--- src/rtl/pipeline_run_monitor.sv ---
`default_nettype none
// ============================================================================
// Module : pipeline_run_monitor
// Gates the pipeline for a programmed number of enabled cycles (free-running
// or single-stepped) and checks captured writebacks against an expected table.
// Rev    : 1.0
// ============================================================================
module pipeline_run_monitor #(
    parameter int DATA_W = 32,
    parameter int DEPTH  = 8,
    parameter int CNT_W  = 16,
    parameter int AW     = $clog2(DEPTH)
) (
    input  logic              clk,
    input  logic              rst_n,
    input  logic              start,
    input  logic [CNT_W-1:0]  num_cycles,
    input  logic              step_mode,
    input  logic              step,
    input  logic              abort,
    input  logic              wb_valid,
    input  logic [DATA_W-1:0] wb_data,
    input  logic              exp_we,
    input  logic [AW-1:0]     exp_addr,
    input  logic [DATA_W-1:0] exp_data,
    input  logic [AW-1:0]     rd_addr,
    output logic [DATA_W-1:0] rd_data,
    output logic              pipe_en,
    output logic              busy,
    output logic              done,
    output logic [CNT_W-1:0]  cycle_cnt,
    output logic [AW:0]       trace_cnt,
    output logic              wrapped,
    output logic              mismatch,
    output logic [AW-1:0]     first_bad
);

    localparam logic [AW:0] c_depth = (AW+1)'(DEPTH);

    typedef enum logic [2:0] {
        S_IDLE      = 3'd0,
        S_RUN       = 3'd1,
        S_STEP_WAIT = 3'd2,
        S_STEP      = 3'd3,
        S_DONE      = 3'd4
    } state_t;

    state_t              r_state;
    state_t              w_next;
    logic [CNT_W-1:0]    r_num;
    logic [AW-1:0]       r_wptr;
    logic [DATA_W-1:0]   r_trace [DEPTH];
    logic [DATA_W-1:0]   r_exp   [DEPTH];

    logic                w_idle;
    logic                w_start_ok;
    logic                w_en;
    logic                w_cap;
    logic [CNT_W-1:0]    w_cnt_inc;
    logic                w_last;

    assign w_idle     = (r_state == S_IDLE) || (r_state == S_DONE);
    // abort takes priority: a start in the same cycle is dropped
    assign w_start_ok = start && !abort && w_idle;
    assign w_en       = (r_state == S_RUN) || (r_state == S_STEP);
    assign w_cap      = w_en && wb_valid;
    assign w_cnt_inc  = cycle_cnt + CNT_W'(1);
    assign w_last     = (w_cnt_inc == r_num);

    always_ff @(posedge clk or negedge rst_n) begin
        if (!rst_n) begin
            r_state <= S_IDLE;
        end else begin
            r_state <= w_next;
        end
    end

    always_comb begin
        w_next  = r_state;
        pipe_en = 1'b0;
        busy    = 1'b0;
        case (r_state)
            S_IDLE, S_DONE: begin
                if (w_start_ok) begin
                    if (num_cycles == '0) begin
                        w_next = S_DONE;
                    end else if (step_mode) begin
                        w_next = S_STEP_WAIT;
                    end else begin
                        w_next = S_RUN;
                    end
                end
            end
            S_RUN: begin
                pipe_en = 1'b1;
                busy    = 1'b1;
                if (abort) begin
                    w_next = S_IDLE;
                end else if (w_last) begin
                    w_next = S_DONE;
                end
            end
            S_STEP_WAIT: begin
                busy = 1'b1;
                if (abort) begin
                    w_next = S_IDLE;
                end else if (step) begin
                    w_next = S_STEP;
                end
            end
            S_STEP: begin
                pipe_en = 1'b1;
                if (abort) begin
                    w_next = S_IDLE;
                end else if (w_last) begin
                    w_next = S_DONE;
                end else begin
                    w_next = S_STEP_WAIT;
                end
            end
            default: w_next = S_IDLE;
        endcase
    end

    always_ff @(posedge clk or negedge rst_n) begin
        if (!rst_n) begin
            r_num     <= '0;
            r_wptr    <= '0;
            done      <= 1'b0;
            cycle_cnt <= '0;
            trace_cnt <= '0;
            wrapped   <= 1'b0;
            mismatch  <= 1'b0;
            first_bad <= '0;
            rd_data   <= '0;
        end else begin
            rd_data <= r_trace[rd_addr];
            if (w_start_ok) begin
                r_num     <= num_cycles;
                r_wptr    <= '0;
                done      <= (num_cycles == '0);
                cycle_cnt <= '0;
                trace_cnt <= '0;
                wrapped   <= 1'b0;
                mismatch  <= 1'b0;
                first_bad <= '0;
            end else begin
                if (w_en) begin
                    cycle_cnt <= w_cnt_inc;
                end
                if (w_en && (w_next == S_DONE)) begin
                    done <= 1'b1;
                end
                if (w_cap) begin
                    r_wptr <= r_wptr + AW'(1);
                    if (trace_cnt == c_depth) begin
                        wrapped <= 1'b1;
                    end else begin
                        trace_cnt <= trace_cnt + (AW+1)'(1);
                        // pre-wrap, the write pointer equals the capture index
                        if (wb_data != r_exp[r_wptr]) begin
                            mismatch <= 1'b1;
                            if (!mismatch) begin
                                first_bad <= r_wptr;
                            end
                        end
                    end
                end
            end
        end
    end

    // Storage arrays are deliberately unreset so their contents survive rst_n
    always_ff @(posedge clk) begin
        if (w_cap) begin
            r_trace[r_wptr] <= wb_data;
        end
        if (exp_we && w_idle) begin
            r_exp[exp_addr] <= exp_data;
        end
    end

endmodule
`default_nettype wire

--- config.mk ---
export PLATFORM = sky130hd
export DESIGN_NAME = pipeline_run_monitor
export DESIGN_NICKNAME = d
export VERILOG_FILES = /design/src/rtl/pipeline_run_monitor.sv
export SDC_FILE = /design/constraint.sdc
export NUM_CORES = 1
export LEC_CHECK = 0
export ABC_AREA = 1
export CAP_MARGIN = 20
export CORE_MARGIN = 3
export CORE_UTILIZATION = 53
export CTS_CLUSTER_DIAMETER = 200
export DETAILED_ROUTE_END_ITERATION = 10
export GPL_ROUTABILITY_DRIVEN = 0
export PLACE_DENSITY_LB_ADDON = 0.1
export SLEW_MARGIN = 10
export SYNTH_ARGS = -nofsm -noshare
export SYNTH_HDL_FRONTEND = slang
export SYNTH_SLANG_ARGS = --single-unit
--- constraint.sdc ---
create_clock -name clk -period 2.7 [get_ports clk]
set_input_delay 0.405 -clock clk [delete_from_list [all_inputs] [get_ports clk]]
set_output_delay 0.405 -clock clk [all_outputs]
set_load 0.1 [all_outputs]
# Word level (Yosys, flattened, before mapping)
# Memories as Yosys holds them, arrays and structs flattened. A register that Yosys moved wholly into a read port is not among the register bits.
# Cells that the tools add are included.
[op_classes]
addsub = 3
mul = 0
n_div = 0
magnitude_cmp = 0
n_eq_ne = 10
shifts = 0
n_mux = 37
bitwise = 0
reduce_logical = 23
[op_table]
columns = ["op", "n"]
rows = [
  ["two-way mux 3 bit", 15],
  ["two-way mux 16 bit", 2],
  ["!= test 32 bit", 1],
  ["adder 16 x 1 -> 16 bit, second input constant", 1],
  ["equality test 16 bit", 1],
  ["zero test 16 bit", 1],
  ["two-way mux 1 bit", 15],
  ["two-way mux 4 bit", 3],
  ["one-hot mux 3 bit (4 select lines)", 1],
  ["nonzero test 2 bit", 5],
  ["equality test 3 x 2 -> 1 bit, second input constant", 2],
  ["equality test 3 bit, second input constant", 2],
  ["OR reduction 2 bit", 3],
  ["logical AND 1 bit", 5],
  ["adder 4 x 1 -> 4 bit, second input constant", 1],
  ["equality test 4 bit, second input constant", 1],
  ["AND reduction 2 bit", 2],
  ["AND reduction 4 bit", 1],
  ["adder 3 x 1 -> 3 bit, second input constant", 1],
  ["equality test 3 x 1 -> 1 bit, second input constant", 1],
  ["zero test 3 bit", 1],
  ["AND reduction 3 bit", 1],
  ["zero test 1 bit", 2],
  ["logical OR 1 bit", 2],
  ["3 further kinds", 3],
]
[word_totals]
register_bits = 48
latch_bits = 0
mem_bits_rw = 512
rom_bits = 0
inputBits = 94
out_inout_bits = 60
wordCells = 84
n_memories = 2
[memory_table]
columns = ["name", "depth", "word_bits", "rd", "rd_clocked_by_memory_dff", "wr", "line", "text"]
rows = [
  ["r_exp", 8, 32, 1, 0, 1, "53", "logic [DATA_W-1:0] r_exp [DEPTH];"],
  ["r_trace", 8, 32, 1, 1, 1, "52", "logic [DATA_W-1:0] r_trace [DEPTH];"],
]

# Logic depth before layout (Yosys ltp)
[logic_depth]
depth_word = 9
ltp_mapped = 17
ltp_nobuf = 16

# Least setup slack after synthesis
# OpenSTA, ideal clock, no wires.
[synth_path]
kind = "reg-to-output"
startpoint = "register r_state[0]"
endpoint = "output busy"
t_arrival_ns = 3.853
t_required_ns = 2.295
path_slack_ns = -1.558
path_stages_with_launch = 6
n_path_buf = 1
path_cell_list = "dfrtp_1 inv_1 nor2_1 inv_1 clkbuf_1 o21bai_1"
[synth_between]
elab_chain_cells = 3
elab_cells_between_ends = 4
cone_classes = "2 x eq/ne; 1 x mux; 1 x reduce/logical"
[synth_lines]
columns = ["item", "line", "text"]
rows = [
  ["from (decl)", "48", "state_t r_state;"],
  ["from (signal assigned)", "74", "r_state <= w_next;"],
  ["equality test 3 x 1 -> 1 bit / equality test 3 x 2 -> 1 bit (equally long branches)", "82", "case (r_state)"],
  ["OR reduction 2 bit (no line) (*)", "--", ""],
  ["two-way mux 1 bit (*)", "82", ""],
  ["to (decl)", "29", "output logic busy,"],
]
# Mark *: on every way between the ends. The rest lies on a longest branch, timed or not.

# Worst setup path after layout
[layout_path]
startpoint = "register r_state[2]"
endpoint = "output busy"
# Same word-level chain as after synthesis.

==> flow_metrics.py <==
metrics = {
    "floorplan": {
        "pin_count": 154,
        "initial_utilization_pct": 54.3,
        "die_y_um": 220,
        "core_um2": 44700,
        "die_area_um2": 48400,
        "fp-row-count": 77,
        "fp.dieW_um": 220,
    },
    "layout": {
        "stdcell_count": 2967,
        "fin_util_pct": 65.0,
        "drive_gt1_share_pct": 11.6,
        "final_cell_mix": "512 x edfxtp_1, 373 x nor2_1, 337 x nand2_1, 214 x inv_1, 199 x o21ai_0",
        "fillCellCount": 3385,
        "multiInputGateArea_um2": 5760,
        "seq_area_um2": 17400,
        "final_common_cell": "edfxtp_1",
        "area_growth_pct": 19.8,
        "nets": 2423,
    },
    "power_and_ir_drop": {
        "p_sw_uw": 6750,
        "ir_worst_vdd_mv": 0.566,
        "p_seq_share_pct": 44.4,
        "power.leakage_uw": 0.0112,
        "switching_share_pct": 28.4,
        "p_int_uw": 17000,
        "power_density_nw_per_um2": 818,
        "p_clk_share_pct": 36.3,
        "combPwrFrac_pct": 19.3,
    },
    "critical_path": {
        "cp_max_fo": 15,
        "cp-end-kind": "output port",
        "crit_required_ns": 2.30,
        "startpoint": "r_state[2]",
        "critPathLaunchType": "flop",
        "r2r-start": "r_wptr[0]",
        "crit_type": "reg2out",
        "arrival_ns": 2.16,
    },
    "grt": {
        "globalRouteOverflowTotal": 0,
        "antenna_found_initial": 1,
        "met3_usage_pct": 4.40,
        "busiest_layer": "met2",
        "gr-usage-met2_pct": 40.0,
        "grt_max_degree": 94,
        "met1_usage_pct": 33.1,
        "grt_pass1_wl_um": 88100,
        "grt_pass1_vias": 15431,
        "grt_usage_pct": 24.1,
    },
    "status": {
        "status": "complete, no violations",
    },
    "detailed_routing": {
        "viasPerCell": 5.39,
        "num_vias": 15990,
        "drtPass1Iterations": 5,
        "drt_iter0_drc": 1312,
        "route.detailed.drc": 0,
        "routed_wirelength_um": 57800,
        "post_drt_wl_per_cell_um": 19.5,
        "ant_nets": 0,
    },
    "sta": {
        "max_freq_mhz": 389,
        "worst_pin_slew_ns": 0.680,
        "setup_viol": 0,
        "period_share_pct": 95.1,
        "final_max_slew_viol_count": 0,
        "fin_crit_ns": 2.57,
        "slew_headroom_pct": 54.7,
        "clock_skew_ns": 0.0171,
        "hold_viol_final": 0,
        "rsz0062_at_grt": "no",
        "whs_ns": 0.372,
    },
    "clock_network": {
        "insertion_delay_ns": 0.62,
        "clock-sinks": 592,
        "clk_pin_slew_ns": 0.06,
        "cts-root-buf": "clkbuf_16",
        "cts_tree": "done",
        "cts_buffers": 59,
        "h-tree-depth": 2,
        "clock_path_buffers": 3,
    },
    "worst_hold_path": {
        "hp-class": "in2async",
    },
    "yosys": {
        "synth_cell_type_count": 37,
        "synth_top_area_share_pct": 63.4,
        "synth_area_leaders": "edfxtp_1 63%, dfrtp_1 8.3%, nor2_1 6.1%",
        "synth_edf_count": 512,
        "netlist_instances": 2130,
        "ys_seq_area_share_pct": 71.6,
        "ys_seq_elements": 592,
        "syn_area_um2": 24300,
        "synth_ff_type": "edfxtp_1",
        "synthArstFlopShare_pct": 13.5,
        "avgSynthCellArea_um2": 11.4,
        "yosys.area.top_type": "edfxtp_1",
        "yosysWarnings": 0,
        "syn-num-nets": 2228,
    },
    "placement": {
        "dpl.cell_count": 2854,
        "dpl.hpwl_um": 34000,
        "port_buffers": 153,
    },
    "flow_run": {
        "max_cap_violations": 0,
    },
}
==> area by class of cell <==
class	instances	share of cell area, %
diodes	1	0.00861
clock buffers	76	5.54
clock inverters	34	1.58
well taps	592	2.55
inverters	218	2.82
multi-input cells	1227	19.8
flip-flops and latches	592	59.8
repair buffers	227	7.89
==> power groups by stage <==
stage | registers, µW | clock network, µW | logic [µW]
2_1_floorplan | 11400 | 0 | 2460
3_3_place_gp | 10700 | 0 | 4480
3_5_place_dp | 10800 | 0 | 4560
4_1_cts | 10600 | 8780 | 4580
5_1_grt | 10600 | 9180 | 5040
6_report | 10600 | 8640 | 4590
==> synth_stat cells, types with 4 or more instances <==
library cell,instances
o211ai_1,29
edfxtp_1,512
nand2_1,337
buf_4,4
ha_1,4
nand4_1,9
buf_2,21
o21ai_0,199
inv_1,215
a21oi_1,6
o21ai_1,4
xor2_1,19
o21bai_1,10
clkbuf_1,55
dfrtp_1,80
buf_6,7
or2_2,20
nor2_1,392
xnor2_1,6
buf_1,5
or2_1,13
o22ai_1,37
nor3_1,11
a31oi_1,32
nand3_1,86
==> per-stage QoR <==
stage          setup WS, ns  total power, µW  area [µm²]  TNS (ns)
2_1_floorplan       -0.0239            13800       24300     -4.04
3_3_place_gp          0.202            15200       27000         0
3_5_place_dp          0.176            15300       27000         0
4_1_cts               0.123            23900       29100         0
5_1_grt              0.0352            24800       29100         0
6_report              0.131            23800       29100         0
==> sequential cells by signal, indices dropped and copies added, names as in the netlist, 3 cells and up <==
register and cells:
r_exp 256, r_trace 256, rd_data 32, cycle_cnt 16
r_num 16, trace_cnt 4, first_bad 3, r_state 3
r_wptr 3
==> metal layers <==
layer	vias to the layer above	wire length (µm)
met4	0	1330
li1	7613	-
met5	-	0
met1	7755	24100
met3	103	4090
met2	519	28300
==> path summary, 6_finish.rpt <==
path                                  to  slack, ns  depth (start not counted)
min reg2reg                 first_bad[1]       0.50                          2
max in group asynchronous     rd_data[9]       1.68                          3
max reg2reg                 first_bad[2]       0.21                         13
min in group clk                r_num[9]       0.39                          3
min                        cycle_cnt[11]       0.37                          2
max                                 busy       0.13                          4
==> worst max-delay path, cell delays in order (launching register included) <==
cell and delay, ns:
dfrtp_1 0.43, nor2_4 0.29, inv_1 0.32, o21bai_2 0.20, buf_4 0.31
==> cell families (layout without fill, tap and decap cells) <==
family,count (synthesis),after routing,share of synthesized area [%]
AND/OR/NAND/NOR,876,876,14.6
other,0,1,0
adder cells (fa/ha/maj),4,4,0.206
flip-flops,592,592,71.6
buffers and inverters,311,555,5.20
XOR/XNOR,25,25,0.902
AO/OA/AOI/OAI,322,322,7.46
==> what timing repair did <==
action / 4_1_cts / 5_1_grt
resized for setup: 0 / 1
endpoints found under the setup margin: 0 / 3
hold buffers: 1 / 0
buffers inserted: 0 / 1
endpoints found under the hold margin: 47 / 0
(Power assumes the default switching activity.)
